===== config.mk =====
export PLATFORM = sky130hd
export DESIGN_NAME = rr_reg_arbiter
export DESIGN_NICKNAME = d
export VERILOG_FILES = /design/src/rtl/rr_reg_arbiter_pkg.sv /design/src/rtl/reg_en_n.sv /design/src/rtl/rr_reg_arbiter.sv
export SDC_FILE = /design/constraint.sdc
export NUM_CORES = 1
export LEC_CHECK = 0
export ABC_AREA = 1
export CAP_MARGIN = 10
export CORE_ASPECT_RATIO = 0.7
export CORE_MARGIN = 4
export CORE_UTILIZATION = 40
export DETAILED_ROUTE_END_ITERATION = 12
export PLACE_DENSITY = 0.81
export SLEW_MARGIN = 0
export SYNTH_ARGS = -nofsm -noshare
export SYNTH_HDL_FRONTEND = slang
export SYNTH_SLANG_ARGS = --single-unit

===== constraint.sdc =====
create_clock -name clk -period 3.4 [get_ports clk]
set_input_delay 0.68 -clock clk [delete_from_list [all_inputs] [get_ports clk]]
set_output_delay 0.68 -clock clk [all_outputs]
set_load 0.01 [all_outputs]

===== src/rtl/rr_reg_arbiter_pkg.sv =====
// Shared types and helpers for the round-robin register arbiter.
package rr_reg_arbiter_pkg;

    typedef enum logic [0:0] {
        IDLE = 1'b0,
        HELD = 1'b1
    } state_e;

    localparam int unsigned CNT_W = 8;

    // Index width for n requesters, never narrower than one bit.
    function automatic int unsigned idx_w(input int unsigned n);
        return (n > 32'd1) ? 32'($clog2(n)) : 32'd1;
    endfunction

endpackage


===== src/rtl/reg_en_n.sv =====
// WIDTH-bit register with load enable and asynchronous active-low clear.
module reg_en_n #(
    parameter int unsigned WIDTH = 8
) (
    input  logic             clk,
    input  logic             rst_n,
    input  logic             en,
    input  logic [WIDTH-1:0] d,
    output logic [WIDTH-1:0] q
);

    logic [WIDTH-1:0] data_d;
    logic [WIDTH-1:0] data_q;

    always_comb begin
        data_d = data_q;
        if (en) begin
            data_d = d;
        end
    end

    always_ff @(posedge clk or negedge rst_n) begin
        if (!rst_n) begin
            data_q <= '0;
        end else begin
            data_q <= data_d;
        end
    end

    assign q = data_q;

endmodule


===== src/rtl/rr_reg_arbiter.sv =====
// Round-robin arbiter granting NUM_REQ requesters write access to one shared
// register, with optional lock-driven bursts capped at MAX_HOLD writes.
module rr_reg_arbiter
    import rr_reg_arbiter_pkg::*;
#(
    parameter  int unsigned WIDTH    = 8,
    parameter  int unsigned NUM_REQ  = 4,
    parameter  int unsigned MAX_HOLD = 4,
    localparam int unsigned IDX_W    = idx_w(NUM_REQ)
) (
    input  logic                            clk,
    input  logic                            rst_n,
    input  logic [NUM_REQ-1:0]              req,
    input  logic [NUM_REQ-1:0]              lock,
    input  logic [NUM_REQ-1:0][WIDTH-1:0]   data,
    output logic [NUM_REQ-1:0]              gnt,
    output logic [WIDTH-1:0]                out,
    output logic                            out_valid,
    output logic [IDX_W-1:0]                owner
);

    state_e             state_q, state_d;
    logic [IDX_W-1:0]   ptr_q, ptr_d;
    logic [IDX_W-1:0]   owner_q, owner_d;
    logic [NUM_REQ-1:0] gnt_q, gnt_d;
    logic [CNT_W-1:0]   hold_q, hold_d;
    logic               valid_q, valid_d;

    logic               found_c;
    logic [IDX_W-1:0]   winner_c;
    logic               wr_en_c;
    logic [IDX_W-1:0]   wr_sel_c;

    // First requester at or after ptr_q, wrapping past NUM_REQ-1.
    always_comb begin
        int unsigned      idx;
        logic [IDX_W-1:0] cand;
        found_c  = 1'b0;
        winner_c = '0;
        idx      = 0;
        cand     = '0;
        for (int unsigned k = 0; k < NUM_REQ; k++) begin
            idx = 32'(ptr_q) + k;
            if (idx >= NUM_REQ) begin
                idx = idx - NUM_REQ;
            end
            cand = IDX_W'(idx);
            if (!found_c && req[cand]) begin
                found_c  = 1'b1;
                winner_c = cand;
            end
        end
    end

    // Next state; IDLE only arbitrates once the previous grant has dropped,
    // which gives the single bubble cycle between grants.
    always_comb begin
        state_d  = state_q;
        ptr_d    = ptr_q;
        owner_d  = owner_q;
        gnt_d    = '0;
        hold_d   = hold_q;
        valid_d  = 1'b0;
        wr_en_c  = 1'b0;
        wr_sel_c = owner_q;
        case (state_q)
            IDLE: begin
                hold_d = '0;
                if ((gnt_q == '0) && found_c) begin
                    wr_en_c  = 1'b1;
                    wr_sel_c = winner_c;
                    valid_d  = 1'b1;
                    gnt_d    = NUM_REQ'(1) << winner_c;
                    owner_d  = winner_c;
                    ptr_d    = (32'(winner_c) == NUM_REQ - 1) ? '0 : winner_c + 1'b1;
                    if (lock[winner_c] && (MAX_HOLD > 1)) begin
                        state_d = HELD;
                        hold_d  = CNT_W'(1);
                    end
                end
            end
            HELD: begin
                if (req[owner_q] && lock[owner_q] && (hold_q < CNT_W'(MAX_HOLD))) begin
                    wr_en_c = 1'b1;
                    valid_d = 1'b1;
                    gnt_d   = gnt_q;
                    hold_d  = hold_q + 1'b1;
                end else begin
                    state_d = IDLE;
                    hold_d  = '0;
                end
            end
            default: begin
                state_d = IDLE;
            end
        endcase
    end

    always_ff @(posedge clk or negedge rst_n) begin
        if (!rst_n) begin
            state_q <= IDLE;
            ptr_q   <= '0;
            owner_q <= '0;
            gnt_q   <= '0;
            hold_q  <= '0;
            valid_q <= 1'b0;
        end else begin
            state_q <= state_d;
            ptr_q   <= ptr_d;
            owner_q <= owner_d;
            gnt_q   <= gnt_d;
            hold_q  <= hold_d;
            valid_q <= valid_d;
        end
    end

    reg_en_n #(
        .WIDTH (WIDTH)
    ) u_out_reg (
        .clk   (clk),
        .rst_n (rst_n),
        .en    (wr_en_c),
        .d     (data[wr_sel_c]),
        .q     (out)
    );

    assign gnt       = gnt_q;
    assign out_valid = valid_q;
    assign owner     = owner_q;

endmodule


**Yosys cells after proc, flatten, opt, wreduce, memory -nomap -nowiden**

Cells that the tools add are included.

- Bits in registers: 26
- Bits of input ports: 42
- Output and inout port bits: 15
- Word-level logic and storage cells: 87

- $add $sub $neg: 9
- $lt $le $gt $ge: 12
- Eq/ne operators: 2
- Shifts and indexed selects: 1
- Muxes and demuxes: 44
- Bitwise gates (word level): 1
- Reduce and logical (&&, ||, !) cells: 11

Operator list:

| operator | number |
|---|---|
| $mux 2 | 11 |
| $lt 2x3->1 const B | 7 |
| $mux 1 | 17 |
| $bmux 8 s2 | 1 |
| $mux 8 | 2 |
| $pmux 8 s2 | 1 |
| $bmux 1 s2 | 7 |
| $ge 3x3->1 const B | 3 |
| $add 8x1->8 const B | 1 |
| $lt 8x3->1 const B | 1 |
| $mux 4 | 2 |
| $pmux 4 s2 | 1 |
| $sub 2x1->2 const B | 4 |
| $add 2x2->3 const B | 2 |
| $logic_and 1x1->1 | 6 |
| $logic_not 4->1 | 1 |
| $pmux 1 s2 | 2 |
| $shl 1x2->4 const A | 1 |
| $add 2x1->3 const B | 1 |
| $ge 2x3->1 const B | 1 |
| $logic_not 1->1 | 3 |
| $add 2x1->2 const B | 1 |
| $eq 2x2->1 const B | 1 |
| $ne 2x2->1 const B | 1 |
| 2 further kinds | 2 |

**Logic depth before layout (Yosys ltp)**

- Word-level depth: 19
- Gate-level depth with buffers: 17
- Depth with buffers taken out: 16

**Modules after synthesis**

From an unflattened synthesis, not the netlist that was laid out.

- Cells, all modules: 272
- Area, all modules: 1,903.1 sq um

By module, submodules not included:

| module | times used | cells each | area each (sq um) | seq. area each (sq um) |
|---|---|---|---|---|
| rr_reg_arbiter | 1 | 238 | 1,597.8 | 450.4 |
| reg_en_n | 1 | 34 | 305.3 | 200.2 |

**Least setup slack after synthesis**

Ideal clock, no wire load.

- Kind: input to register
- From: input port req[2]
- To: register u_out_reg.data_q[6] (netlist: u_out_reg.q[6])
- Library setup time: 0.117 ns
- Arrival time: 1.894 ns
- Data required time: 3.283 ns
- Slack: 1.389 ns
- Stages: 15
- Path buffers: 1
- Cells stage by stage: inv_1 > nand2_1 > nand3_1 > nand2_2 > nor2_4 > nand3_2 > nand2_4 > nand2_2 > nand2_4 > buf_6 > nand2_1 > nand3_1 > nand2_1 > nand2_1 > nand2_1

- Cells in the longest elaborated chain, start to end: 17
- Elaborated cells between the ends (all ways): 34
- Those cells by class: mux: 25; reduce/logical: 9

Ends and longest elaborated chain:

| item | RTL line | source |
|---|---|---|
| start: declaration | rr_reg_arbiter.sv:13 | `input logic [NUM_REQ-1:0] req,` |
| $bmux 1 s2 | rr_reg_arbiter.sv:48 | `if (!found_c && req[cand]) begin` |
| $mux 1 (not written as such) | rr_reg_arbiter.sv:48 |  |
| $mux 1 | rr_reg_arbiter.sv:48 |  |
| $logic_not 1->1 | rr_reg_arbiter.sv:48 |  |
| $logic_and 1x1->1 | rr_reg_arbiter.sv:48 |  |
| $mux 1 | rr_reg_arbiter.sv:48 |  |
| $logic_not 1->1 | rr_reg_arbiter.sv:48 |  |
| $logic_and 1x1->1 | rr_reg_arbiter.sv:48 |  |
| $mux 1 | rr_reg_arbiter.sv:48 |  |
| $logic_not 1->1 | rr_reg_arbiter.sv:48 |  |
| $logic_and 1x1->1 | rr_reg_arbiter.sv:48 |  |
| $mux 1 | rr_reg_arbiter.sv:48 |  |
| $logic_and 1x1->1 | rr_reg_arbiter.sv:69 | `if ((gnt_q == '0) && found_c) begin` |
| $mux 2 | rr_reg_arbiter.sv:69 |  |
| $mux 2 | - |  |
| $bmux 8 s2 | rr_reg_arbiter.sv:123 | `.d (data[wr_sel_c]),` |
| $mux 8 (not written as such) | rr_reg_arbiter.sv:123 |  |
| end signal: assignment | reg_en_n.sv:26 | `data_q <= data_d;` |
| end: declaration | reg_en_n.sv:13 | `logic [WIDTH-1:0] data_q;` |

Several ways; a longest one is shown, not always the timed one. The select of a mux whose other input is x is not followed.
A chain may end at the register's enable or synchronous reset.

**Final worst setup path**

- From: input port req[3]
- To: register u_out_reg.data_q[4] (netlist: u_out_reg.q[4])

The elaborated chain is that of the path after synthesis.

==> summary.md <==
| Metric | Value |
|---|---|
| Syn Area/Cell | a little under 7 sq um |
| First-pass GRT wire length | around 8600 um |
| Area growth syn-to-layout | 35.9% |
| Max clock buf depth | 2 |
| Worst setup EP type | register |
| Max Fclk | approximately 0.39 GHz |
| Dpl hpwl | 3900 um |
| M2 GR Usage | 0.276 |
| Pre-antenna DRT Iters | 5 |
| CP max FO | 17 |
| R2R depth | 13 |
| Number of remaining DRC errors | 0 |
| Routed Wire Length | roughly 5000 um |
| Vias/cell | 4.84 |
| Seq/Total Area, Yosys | 0.346 |
| PwrDens | between 1000 and 1500 mW/mm^2 |
| Vias after detailed routing | between 1500 and 2000 |
| Maxcap violations | 0 |
| DP Area | approximately 0.0025 sq mm |
| Post-Syn Instances | around 280 |
| Grt ovf | 0 |
| Gr usage total | 0.179 |
| Final Hold Vio Count | 0 |
| Fin Setup TNS | 0 ns |
| Type of origin of the critical path | input port |
| Worst VDD drop | around 0.00046 V |
| I/O pin count | 57 |
| CTS tree | yes |
| Routed length per instance | between 10 and 15 um |
| Hold WS | 0.478 ns |
| Netlist Area Pre-Place | 0.00188 sq mm |
| Core Rows | 20 |
| Latest clock arrival within the worst-skew pair | 0.27 ns |
| PnR worst setup slack | ~0.87 ns |
| Final Wtd Congestion | between 0.8 and 0.9 |
| Hold/Removal Path Class | reg -> reg |
| Unrepaired setup endpoints after global routing | false |
| Final setup fails | 0 |
| Post-CTS Hold Buffers | 0 |
| IO Port Bufs | 56 |
| Fin crit period | 2.53 ns |
| Skew final | 0.00731 ns |
| Antenna Cells | 0 |
| Slew Viols, Final | 0 |
| Largest net degree at the start of global routing | 27 |
| Layout net count | ~390 |
| Yosys reg bits | 26 |
| Share of layout cells above drive strength 1 | 0.0742 |
| Initial antenna violation count | 0 |
| Ys Warns | 0 |
| Status | finished clean |
| Hold Path Depth | 1 |
| Postcts setup bufs | 0 |
| Initial core utilization | 0.424 |
| WP data arrival | around 2.7 ns |
| Chip height | between 60 and 70 um |
| Number of library cell types mapped by synthesis | 27 |
| Met3 usage in global routing | 0.0492 |
| M1 GR Usage | 0.251 |
| Die width | 89.9 um |
| DR iter-0 viols | ~160 |
| Design Area, Final | 0.00255 sq mm |
| Number of gates resized after CTS | 0 |
| Pre-CTS WS | roughly 0.59 ns |
| Lkg Pwr | ~1.4 nW |
| Vias in the first global route | around 1800 |
| Die Area | ~0.0059 sq mm |
| Crit path required time | 3.57 ns |
| Worst Path Class, Setup | in -> reg |
| GRT Max-Usage Layer | met2 |
| Clock transition at path regs | 0.08 ns |
| CTS Buf Count | 3 |
| Htree depth | 1 |
| Number of nets still failing antenna checks after routing | 0 |
| Clock Sinks | 26 |
| Post-route clock period utilization | 0.745 |
| Root Driver | clkbuf_8 |
| Core area | 0.00443 sq mm |
## report_power, final
| part | switching (mW) | internal [mW] |
|---|---|---|
| Combinational | 1.14 | 0.647 |
| Sequential | 0.0906 | 0.422 |
| Clock | 0.0986 | 0.158 |
| Total | 1.33 | 1.23 |
## layout by cell type (no fill, tap or decap), types with 2 or more instances in the layout
master / synthesis / layout
o311ai_0: 2 / 2
a21oi_1: 3 / 3
nor2_1: 8 / 8
nand2_2: 7 / 7
nand3_1: 42 / 42
a32o_1: 2 / 2
nand3_2: 4 / 4
inv_2: 2 / 2
dfrtp_1: 26 / 26
ha_1: 5 / 5
o211ai_1: 2 / 2
inv_1: 52 / 52
conb_1: 1 / 5
clkbuf_8: 0 / 3
o21ai_0: 8 / 8
clkdlybuf4s50_1: 0 / 56
nand2_1: 95 / 95
nand2_4: 4 / 4
## metal layers
layer	vias up	part of all wire
li1	980	-
met1	842	0.48
met2	70	0.43
met3	4	0.087
met4	0	0.0066
met5	-	0
## worst max-delay path: stages
cell and delay, ns:
clkdlybuf4s50_1 0.47, inv_1 0.11, nand2_2 0.05, nand3_1 0.12, nand2_2 0.10, nor2_4 0.16, nand3_2 0.10, nand2_4 0.11
nand2_2 0.21, nand2_4 0.24, nand2_1 0.08, nand3_1 0.07, nand2_1 0.08, nand2_1 0.06, nand2_1 0.05
## worst paths after layout
path	startpoint	to	slack [ns]
worst max-delay path	req[3]	u_out_reg.q[4]	0.87
worst min-delay path	hold_q[0]	hold_q[0]	0.48
worst max register to register	ptr_q[0]	u_out_reg.q[4]	1.06
worst min register to register	hold_q[0]	hold_q[0]	0.48
max in group asynchronous	rst_n	u_out_reg.q[1]	2.39
min in group asynchronous	rst_n	u_out_reg.q[7]	0.76
## synth_stat cells (all sizes together)
library cell  number  area share
a21oi              3      0.0080
a31oi              1      0.0033
a32o               2       0.011
buf                5       0.026
conb               1      0.0020
dfrtp             26        0.35
ha                 5       0.033
inv               55        0.11
nand2            107        0.25
nand3             46        0.13
nand4              1      0.0033
nor2               9       0.022
nor3               1      0.0027
nor4               1      0.0033
o211ai             2      0.0080
o21ai              8       0.021
o311ai             2      0.0093
o31ai              1      0.0040
xnor2              1      0.0047
## area by class of cell
type,count,area [sq um]
timing repair buffer,57,568
clock inverter,1,30.0
tap,55,68.8
multi-input combinational,195,986
fill,400,1880
inverter,55,209
sequential,26,651
clock buffer,3,41.3
## state kept, by name (all words and copies together) (netlist names)
register / count
owner: 2
out_valid: 1
gnt: 4
hold_q: 8
state_q: 1
u_out_reg.q: 8
ptr_q: 2
## cell families after synthesis
family                     synth area share
adders and majority gates            0.0333
other                               0.00200
buffers and inverters                 0.137
AOI/OAI and AO/OA                    0.0646
xor gates and xnor gates            0.00466
DFF                                   0.346
and+or+nand+nor                       0.412
## per-stage QoR
step,util,cells,power [mW]
finish,0.577,392,2.56
global route,0.577,392,2.83
CTS,0.577,392,2.56
detailed placement,0.560,388,2.29
global placement,0.560,388,2.24
floorplan,-,281,1.86
No activity file was read; power rests on OpenSTA's default activity.
